<file path="config.mk">
export PLATFORM = sky130hd
export DESIGN_NAME = key_debounce
export DESIGN_NICKNAME = d
export VERILOG_FILES = /design/src/rtl/key_debounce.sv
export SDC_FILE = /design/constraint.sdc
export NUM_CORES = 1
export LEC_CHECK = 0
export CAP_MARGIN = 25
export CORE_MARGIN = 2
export CORE_UTILIZATION = 40
export CTS_BUF_LIST = sky130_fd_sc_hd__clkbuf_4 sky130_fd_sc_hd__clkbuf_8 sky130_fd_sc_hd__clkbuf_16
export DETAILED_ROUTE_END_ITERATION = 12
export GPL_TIMING_DRIVEN = 1
export PLACE_DENSITY = 0.57
export SYNTH_ARGS = -nofsm -noshare
export SYNTH_HDL_FRONTEND = slang
export SYNTH_SLANG_ARGS = --single-unit
export TNS_END_PERCENT = 30
</file>
<file path="constraint.sdc">
create_clock -name clk -period 4.1 [get_ports clk]
set_input_delay 0.615 -clock clk [delete_from_list [all_inputs] [get_ports clk]]
set_output_delay 0.615 -clock clk [all_outputs]
set_load 0.05 [all_outputs]
</file>
<file path="src/rtl/key_debounce.sv">
// Multi-channel push-button debouncer: two-flop synchronizer, per-key 4-state
// debounce FSM, registered level, press/release pulses and optional auto-repeat.
module key_debounce #(
    parameter int NUM_KEYS        = 2,
    parameter int DEBOUNCE_CYCLES = 500000,
    parameter int REPEAT_DELAY    = 25000000,
    parameter int REPEAT_RATE     = 5000000
) (
    input  logic                clk,
    input  logic                reset_n,
    input  logic [NUM_KEYS-1:0] key_n,
    output logic [NUM_KEYS-1:0] key_level,
    output logic [NUM_KEYS-1:0] key_press,
    output logic [NUM_KEYS-1:0] key_release,
    output logic [NUM_KEYS-1:0] key_repeat
);

    typedef enum logic [1:0] {
        RELEASED,
        PRESS_WAIT,
        PRESSED,
        RELEASE_WAIT
    } state_e;

    localparam int            CW      = $clog2(DEBOUNCE_CYCLES + 1);
    localparam logic [CW-1:0] DB_LAST = CW'(DEBOUNCE_CYCLES - 1);

    if (DEBOUNCE_CYCLES < 2) begin : g_bad_debounce
        $error("key_debounce: DEBOUNCE_CYCLES must be >= 2");
    end
    if (REPEAT_RATE < 1) begin : g_bad_rate
        $error("key_debounce: REPEAT_RATE must be >= 1");
    end

    for (genvar i = 0; i < NUM_KEYS; i++) begin : g_key
        logic [1:0]    sync_q;
        logic          raw;
        state_e        state_q, state_d;
        logic [CW-1:0] cnt_q, cnt_d;
        logic          level_q, press_q, release_q;
        logic          level_d, press_d, release_d;

        // Synchronizer presets to "released" so a key held through reset
        // is seen as a fresh press once reset lifts.
        always_ff @(posedge clk or negedge reset_n) begin
            if (!reset_n) sync_q <= 2'b11;
            else          sync_q <= {sync_q[0], key_n[i]};
        end

        assign raw = ~sync_q[1];

        // NOTE: sequential state uses <= so every flop samples pre-edge values.
        always_ff @(posedge clk or negedge reset_n) begin
            if (!reset_n) begin
                state_q   <= RELEASED;
                cnt_q     <= '0;
                level_q   <= 1'b0;
                press_q   <= 1'b0;
                release_q <= 1'b0;
            end else begin
                state_q   <= state_d;
                cnt_q     <= cnt_d;
                level_q   <= level_d;
                press_q   <= press_d;
                release_q <= release_d;
            end
        end

        // NOTE: every output of this block gets a default first, so no latch is inferred.
        always_comb begin
            state_d   = state_q;
            cnt_d     = cnt_q;
            press_d   = 1'b0;
            release_d = 1'b0;
            unique case (state_q)
                RELEASED: begin
                    if (raw) begin
                        state_d = PRESS_WAIT;
                        cnt_d   = CW'(1);
                    end
                end
                PRESS_WAIT: begin
                    if (!raw) begin
                        state_d = RELEASED;
                        cnt_d   = '0;
                    end else if (cnt_q == DB_LAST) begin
                        state_d = PRESSED;
                        cnt_d   = '0;
                        press_d = 1'b1;
                    end else begin
                        cnt_d = cnt_q + CW'(1);
                    end
                end
                PRESSED: begin
                    if (!raw) begin
                        state_d = RELEASE_WAIT;
                        cnt_d   = CW'(1);
                    end
                end
                RELEASE_WAIT: begin
                    if (raw) begin
                        state_d = PRESSED;
                        cnt_d   = '0;
                    end else if (cnt_q == DB_LAST) begin
                        state_d   = RELEASED;
                        cnt_d     = '0;
                        release_d = 1'b1;
                    end else begin
                        cnt_d = cnt_q + CW'(1);
                    end
                end
                default: begin
                    state_d = RELEASED;
                    cnt_d   = '0;
                end
            endcase
            level_d = (state_d == PRESSED) || (state_d == RELEASE_WAIT);
        end

        assign key_level[i]   = level_q;
        assign key_press[i]   = press_q;
        assign key_release[i] = release_q;

        if (REPEAT_DELAY > 0) begin : g_repeat
            localparam int            RW        = $clog2(REPEAT_DELAY + REPEAT_RATE + 1);
            localparam logic [RW-1:0] RPT_FIRST = RW'(REPEAT_DELAY);
            localparam logic [RW-1:0] RPT_WRAP  = RW'(REPEAT_DELAY + REPEAT_RATE);

            logic [RW-1:0] rpt_q, rpt_d, rpt_inc;
            logic          repeat_q, repeat_d;

            always_ff @(posedge clk or negedge reset_n) begin
                if (!reset_n) begin
                    rpt_q    <= '0;
                    repeat_q <= 1'b0;
                end else begin
                    rpt_q    <= rpt_d;
                    repeat_q <= repeat_d;
                end
            end

            // Counter folds back to the first-pulse point after each period,
            // so an indefinite hold never overflows it.
            always_comb begin
                rpt_inc  = rpt_q + RW'(1);
                rpt_d    = rpt_q;
                repeat_d = 1'b0;
                if (press_d) begin
                    rpt_d = '0;
                end else if (state_q == PRESSED && state_d == PRESSED) begin
                    repeat_d = (rpt_inc == RPT_FIRST) || (rpt_inc == RPT_WRAP);
                    rpt_d    = (rpt_inc == RPT_WRAP) ? RPT_FIRST : rpt_inc;
                end
            end

            assign key_repeat[i] = repeat_q;
        end else begin : g_no_repeat
            assign key_repeat[i] = 1'b0;
        end
    end

endmodule

</file>
Word-level counts from Yosys, hierarchy flattened
Cells that the tools add are included.
W data, S select, Z words.
{ "totals": {"reg_bits": 104} }
{ "op_classes": {"add_sub_neg": 4, "eq_ne": 20, "mux": 46, "n_reduce_logical": 12} }
{ "op_table": {"columns": ["op", "n"], "rows": [
  ["$mux W19", 10],
  ["$pmux W19 S4", 2],
  ["$mux W25", 6],
  ["$eq A25 B25 Y1 const B", 4],
  ["$add A25 B1 Y25 const B", 2],
  ["$add A19 B1 Y19 const B", 2],
  ["$eq A19 B19 Y1 const B", 2],
  ["$mux W2", 12],
  ["$eq A2 B2 Y1 const B", 8],
  ["$pmux W2 S4", 2],
  ["$mux W1", 14],
  ["$ne A2 B2 Y1 const B", 4],
  ["$eq A2 B1 Y1 const B", 2],
  ["$logic_not A2 Y1", 2],
  ["$logic_or A1 B1 Y1", 4],
  ["$reduce_and A2 Y1", 2],
  ["$reduce_bool A2 Y1", 2],
  ["$logic_and A1 B1 Y1", 2]
]} }

Longest topological paths before layout
{ "logic_depth": {"word_depth": 8, "depth_mapped": 11, "mapped_depth_nobuf": 9} }

Worst setup path before layout
No wires, ideal clock.
{ "synth_timing": {"path_type": "flip-flop to flip-flop", "start": "register g_key[1].g_repeat.rpt_q[0]", "end": "register g_key[1].g_repeat.rpt_q[8]", "n_path_buf": 1, "slack_ns": 1.153, "t_required_ns": 3.976, "arrival_time_ns": 2.823, "setup_ns": 0.124, "period_less_slack_ns": 2.947, "path_stages_with_launch": 11, "cell_sequence": "dfrtp_1 -> ha_1 -> and4_1 -> a211oi_1 -> nor3_1 -> or4_1 -> or4b_4 -> o21ai_4 -> buf_6 -> nor2_1 -> a211o_1"} }
{ "synth_via": {"elab_chain_cells": 5} }
{ "synth_lines": {"columns": ["element", "line", "text"], "rows": [
  ["start, declared", "129", "logic [RW-1:0] rpt_q, rpt_d, rpt_inc;"],
  ["start signal, assigned", "137", "rpt_q <= rpt_d;"],
  ["$add A25 B1 Y25 *", "145", "rpt_inc = rpt_q + RW'(1);"],
  ["$eq A25 B25 Y1", "152", "rpt_d = (rpt_inc == RPT_WRAP) ? RPT_FIRST : rpt_inc;"],
  ["$mux W25 *", "152", null],
  ["$mux W25 *", "150", "end else if (state_q == PRESSED && state_d == PRESSED) begin"],
  ["$mux W25 *", "148", "if (press_d) begin"]
]} }
Mark *: on every way between the ends. The rest lies on a longest branch, timed or not. The select of a mux whose other input is x is not followed.
A chain may end at the register's enable or synchronous reset.

Worst setup path in the final report
Same ends and word-level chain as after synthesis.

==> Implementation_results.wiki <==
{| class="wikitable"
! Metric !! Value
|-
| CTS tree || yes
|-
| Cells taking the most area after synthesis || sky130_fd_sc_hd__dfrtp_1, sky130_fd_sc_hd__o21ai_0, sky130_fd_sc_hd__nand2_1
|-
| Count of cell types in the netlist || 68
|-
| Leakage || 2.76 nW
|-
| Horizontal die dimension || 131 um
|-
| Global-route wire length before repair || 26500 um
|-
| Area inside the core boundary || 15800 um2
|-
| Count of antenna diodes in the layout || 0
|-
| Family of cells with the greatest summed delay on the critical path || simple AND/OR/NAND/NOR gates
|-
| Stage delay of the slowest cell on the critical path || 0.59 ns
|-
| Number of routed nets with antenna violations || 0
|-
| Sequential cell area fraction in the yosys report || 40.3%
|-
| Switching Fraction || 23.4%
|-
| Average detailed-routed wire length per instance || 16.5 um
|-
| Ratio of cells with drive above 1 in the final layout || 7.52%
|-
| Launching element type of the critical path || register
|-
| HPWL Detailed || 10900 um
|-
| Shortest clock period the worst path allows after layout || 3.43 ns
|-
| Post-synthesis to final-layout area growth || 7.51%
|-
| Slew Limit Fails || 0
|-
| Total number of placement rows || 46
|-
| Number of H-tree levels || 3
|-
| Global-route total usage across every layer || 19.5%
|-
| Number of cell instances on the worst register-to-register path || 9
|-
| Count of input and output buffers || 11
|-
| Setup slack of the most critical reg-to-reg path || 0.67 ns
|-
| Largest fanout on the critical path || 17
|-
| Worst vdd ir || 213 uV
|-
| Syn nets || 770
|-
| Int Pwr || 1.48 mW
|-
| Starting DRT DRC Count || 398
|-
| DRC violations left || 0
|-
| Via Count || 5649
|-
| Crit path required time || 4.35 ns
|-
| Design area || 6890 um2
|-
| Achievable clock frequency || 292 MHz
|-
| Capturing element type of the critical path || register
|-
| # nets final || 748
|-
| Hold Violations, Final || 0
|-
| Layout filler cell count || 1581
|-
| Arrival time of data at the critical path endpoint || 3.68 ns
|-
| Insertion delay of the later-clocked pin in the worst-skew pair || 0.36 ns
|-
| Share of the synthesized area in the top cell type || 38.6%
|-
| Last weighted congestion value of the routability-driven placer || 0.851
|-
| Reg clk slew, reported paths || 0.07 ns
|-
| Floorplan die area || 17100 um2
|-
| Number of max-cap violations || 0
|-
| Register cell area after layout || 2580 um2
|-
| Layout Skew || 0.00801 ns
|-
| Origin of the critical flop-to-flop path || g_key[1].g_repeat.rpt_q[0]
|-
| Total wire length after detailed routing || 15800 um
|-
| Number of global-route vias before repair || 5332
|-
| Count of hold buffers inserted by post-cts repair || 0
|-
| Cell area after synthesis || 6410 um2
|-
| Transition time at the pin with the least slew margin || 0.902 ns
|-
| Total of cells resized after clock tree synthesis || 0
|-
| Cells traversed along the worst timing path || ha_1 > nand4_1 > nor4_4 > a21boi_1 > or4_1 > or4b_4 > o21ai_4 > nor3_1 > a211o_1
|-
| Average instance area after synthesis || 8.42 um2
|-
| 1st-pass router iterations || 5
|-
| #FFs+latches synth || 103
|-
| Vert. Die Dim || 131 um
|-
| Run status || finished clean
|-
| Total number of yosys warnings || 0
|-
| Endpoint of the lowest-slack register-to-register path || g_key[1].g_repeat.rpt_q[8]
|-
| Power density relative to cell area || 280 nW/um2
|-
| Starting density of the core || 40.7%
|-
| Initial antenna violation count || 0
|-
| Number of enable flip-flop cells after synthesis || 0
|-
| Setup repair after global routing missed its margin || no
|-
| Via-to-Cell Ratio || 5.88
|-
| Crit Path Class || register to register
|-
| Root cell of the clock tree || sky130_fd_sc_hd__clkbuf_16
|-
| Yosys top cell by area || sky130_fd_sc_hd__dfrtp_1
|-
| CTS Buffer Depth || 2
|-
| Number of buffers added for setup after CTS || 0
|-
| CTS sink cnt || 103
|-
| Gate Count Post-Synth || 762
|-
| Boundary Pins || 12
|-
| # setup viols final || 0
|-
| CP Buf/Inv Count || 0
|-
| Reg power frac || 53.5%
|-
| Part of the power in the clock network || 42.9%
|-
| Number of buffers inserted during clock tree synthesis || 9
|-
| Worst hold slack after final layout || 0.160 ns
|-
| Relative contribution of combinational cells to total power || 3.5%
|-
| P_sw || 0.452 mW
|-
| Share of async-settable or async-resettable flops after synthesis || 100%
|-
| Final core occ || 43.7%
|-
| Placed cell area || 6560 um2
|-
| Fraction of the cycle the final worst path needs || 83.6%
|-
| Global route total overflow || 0
|-
| Flip-flop cell with the highest count after synthesis || sky130_fd_sc_hd__dfrtp_1
|-
| Maximum number of pins on one net before global-route repair || 75
|-
| Setup_tns || 0 ns
|-
| Area of the multi-input gates || 3480 um2
|-
| Post-route total power || 1.93 mW
|-
| Path type of the worst min-delay path || primary input to async pin
|-
| Slew Limit Headroom || 39.6%
|-
| Cell with the largest stage delay on the worst path || sky130_fd_sc_hd__or4b_4
|}
==> logic make-up after synthesis <==
kind of cell / count (synthesis) / share of synthesized area, %
simple gates: 364 / 30.8
compound gates: 193 / 18.9
flops: 103 / 40.3
buf+inv: 71 / 5.48
xor+xnor: 23 / 3.14
mux: 4 / 0.663
fa+ha+maj: 4 / 0.781
==> stage by stage <==
| stage | cells | setup WS [ns] |
|---|---|---|
| 2_1_floorplan | 762 | 1.15 |
| 3_3_place_gp | 940 | 0.749 |
| 3_5_place_dp | 941 | 0.731 |
| 4_1_cts | 957 | 0.694 |
| 5_1_grt | 961 | 0.410 |
| 6_report | 961 | 0.671 |
==> area by class of cell <==
type,instances,area share (%)
multi-input combinational,588,50.5
sequential,103,37.5
tap,216,3.92
clock buffer,11,3.58
timing repair buffer,21,3.10
inverter,17,0.926
clock inverter,5,0.490
==> placed cells by master (no fill, tap or decap), drive strengths merged, types with 16 or more instances in the layout <==
cell type,instances
dfrtp,99
nand2,89
o21ai,87
nor2,67
nand3,37
nand4,34
nor3,28
a21oi,27
inv,17
or3,16
a31oi,16
==> cells in the mapped netlist (5+ instances only) <==
library cell               instances
sky130_fd_sc_hd__and4_1            9
sky130_fd_sc_hd__nor3_1           26
sky130_fd_sc_hd__xnor2_1          14
sky130_fd_sc_hd__dfrtp_1          99
sky130_fd_sc_hd__and3_1           14
sky130_fd_sc_hd__buf_2            11
sky130_fd_sc_hd__or3_1            16
sky130_fd_sc_hd__nand2b_1          6
sky130_fd_sc_hd__clkbuf_1         27
sky130_fd_sc_hd__inv_1            17
sky130_fd_sc_hd__nand4_1          30
sky130_fd_sc_hd__a31oi_1          16
sky130_fd_sc_hd__nor4_1           10
sky130_fd_sc_hd__xor2_1            9
sky130_fd_sc_hd__a21oi_1          27
sky130_fd_sc_hd__nor2_1           67
sky130_fd_sc_hd__nand3_1          37
sky130_fd_sc_hd__or2_2             6
sky130_fd_sc_hd__buf_4            13
sky130_fd_sc_hd__and2_1            9
sky130_fd_sc_hd__nor3b_1           6
sky130_fd_sc_hd__o41ai_1           7
sky130_fd_sc_hd__or4_1             8
sky130_fd_sc_hd__nand2_1          88
sky130_fd_sc_hd__o21ai_0          82
sky130_fd_sc_hd__o31ai_1          14
sky130_fd_sc_hd__a21o_1           11
sky130_fd_sc_hd__nor2b_1           5
==> how the worst max path moves through the flow <==
stage                                   to  depth (start not counted)                        from  slack, ns
2_1_floorplan   g_key[1].g_repeat.rpt_q[8]                         10  g_key[1].g_repeat.rpt_q[0]       1.15
3_3_place_gp    g_key[1].g_repeat.rpt_q[8]                          9  g_key[1].g_repeat.rpt_q[0]       0.75
3_5_place_dp    g_key[1].g_repeat.rpt_q[8]                          9  g_key[1].g_repeat.rpt_q[0]       0.73
4_1_cts         g_key[1].g_repeat.rpt_q[8]                          9  g_key[1].g_repeat.rpt_q[0]       0.69
5_1_grt        g_key[1].g_repeat.rpt_q[11]                          9  g_key[1].g_repeat.rpt_q[0]       0.41
6_report        g_key[1].g_repeat.rpt_q[8]                          9  g_key[1].g_repeat.rpt_q[0]       0.67
==> per-layer routing <==
| layer | GRT usage, % | wire length, um | vias up |
|---|---|---|---|
| met3 | 3.50 | 646 | 26 |
| met1 | 26.3 | 7410 | 2754 |
| met5 | 0 | 0 | - |
| li1 | - | - | 2740 |
| met4 | 7.01 | 336 | 0 |
| met2 | 31.7 | 7440 | 129 |
==> state kept, by name (all words and copies together) (netlist names) <==
name and flops:
g_key.release_q 2, g_key.sync_q 4, g_key.level_q 2, g_key.g_repeat.repeat_q 2
g_key.cnt_q 38, g_key.press_q 2, g_key.state_q 3, g_key.g_repeat.rpt_q 50
==> power groups by stage <==
stage                     Sequential, mW  Clock [mW]  Combinational, mW
final                               1.03       0.830             0.0683
after global routing                1.04       0.908             0.0810
after CTS                           1.03       0.861             0.0643
after detailed placement            1.05           0             0.0639
after global placement              1.05           0             0.0623
after floorplan                     1.05           0             0.0342
(Power assumes the default switching activity.)
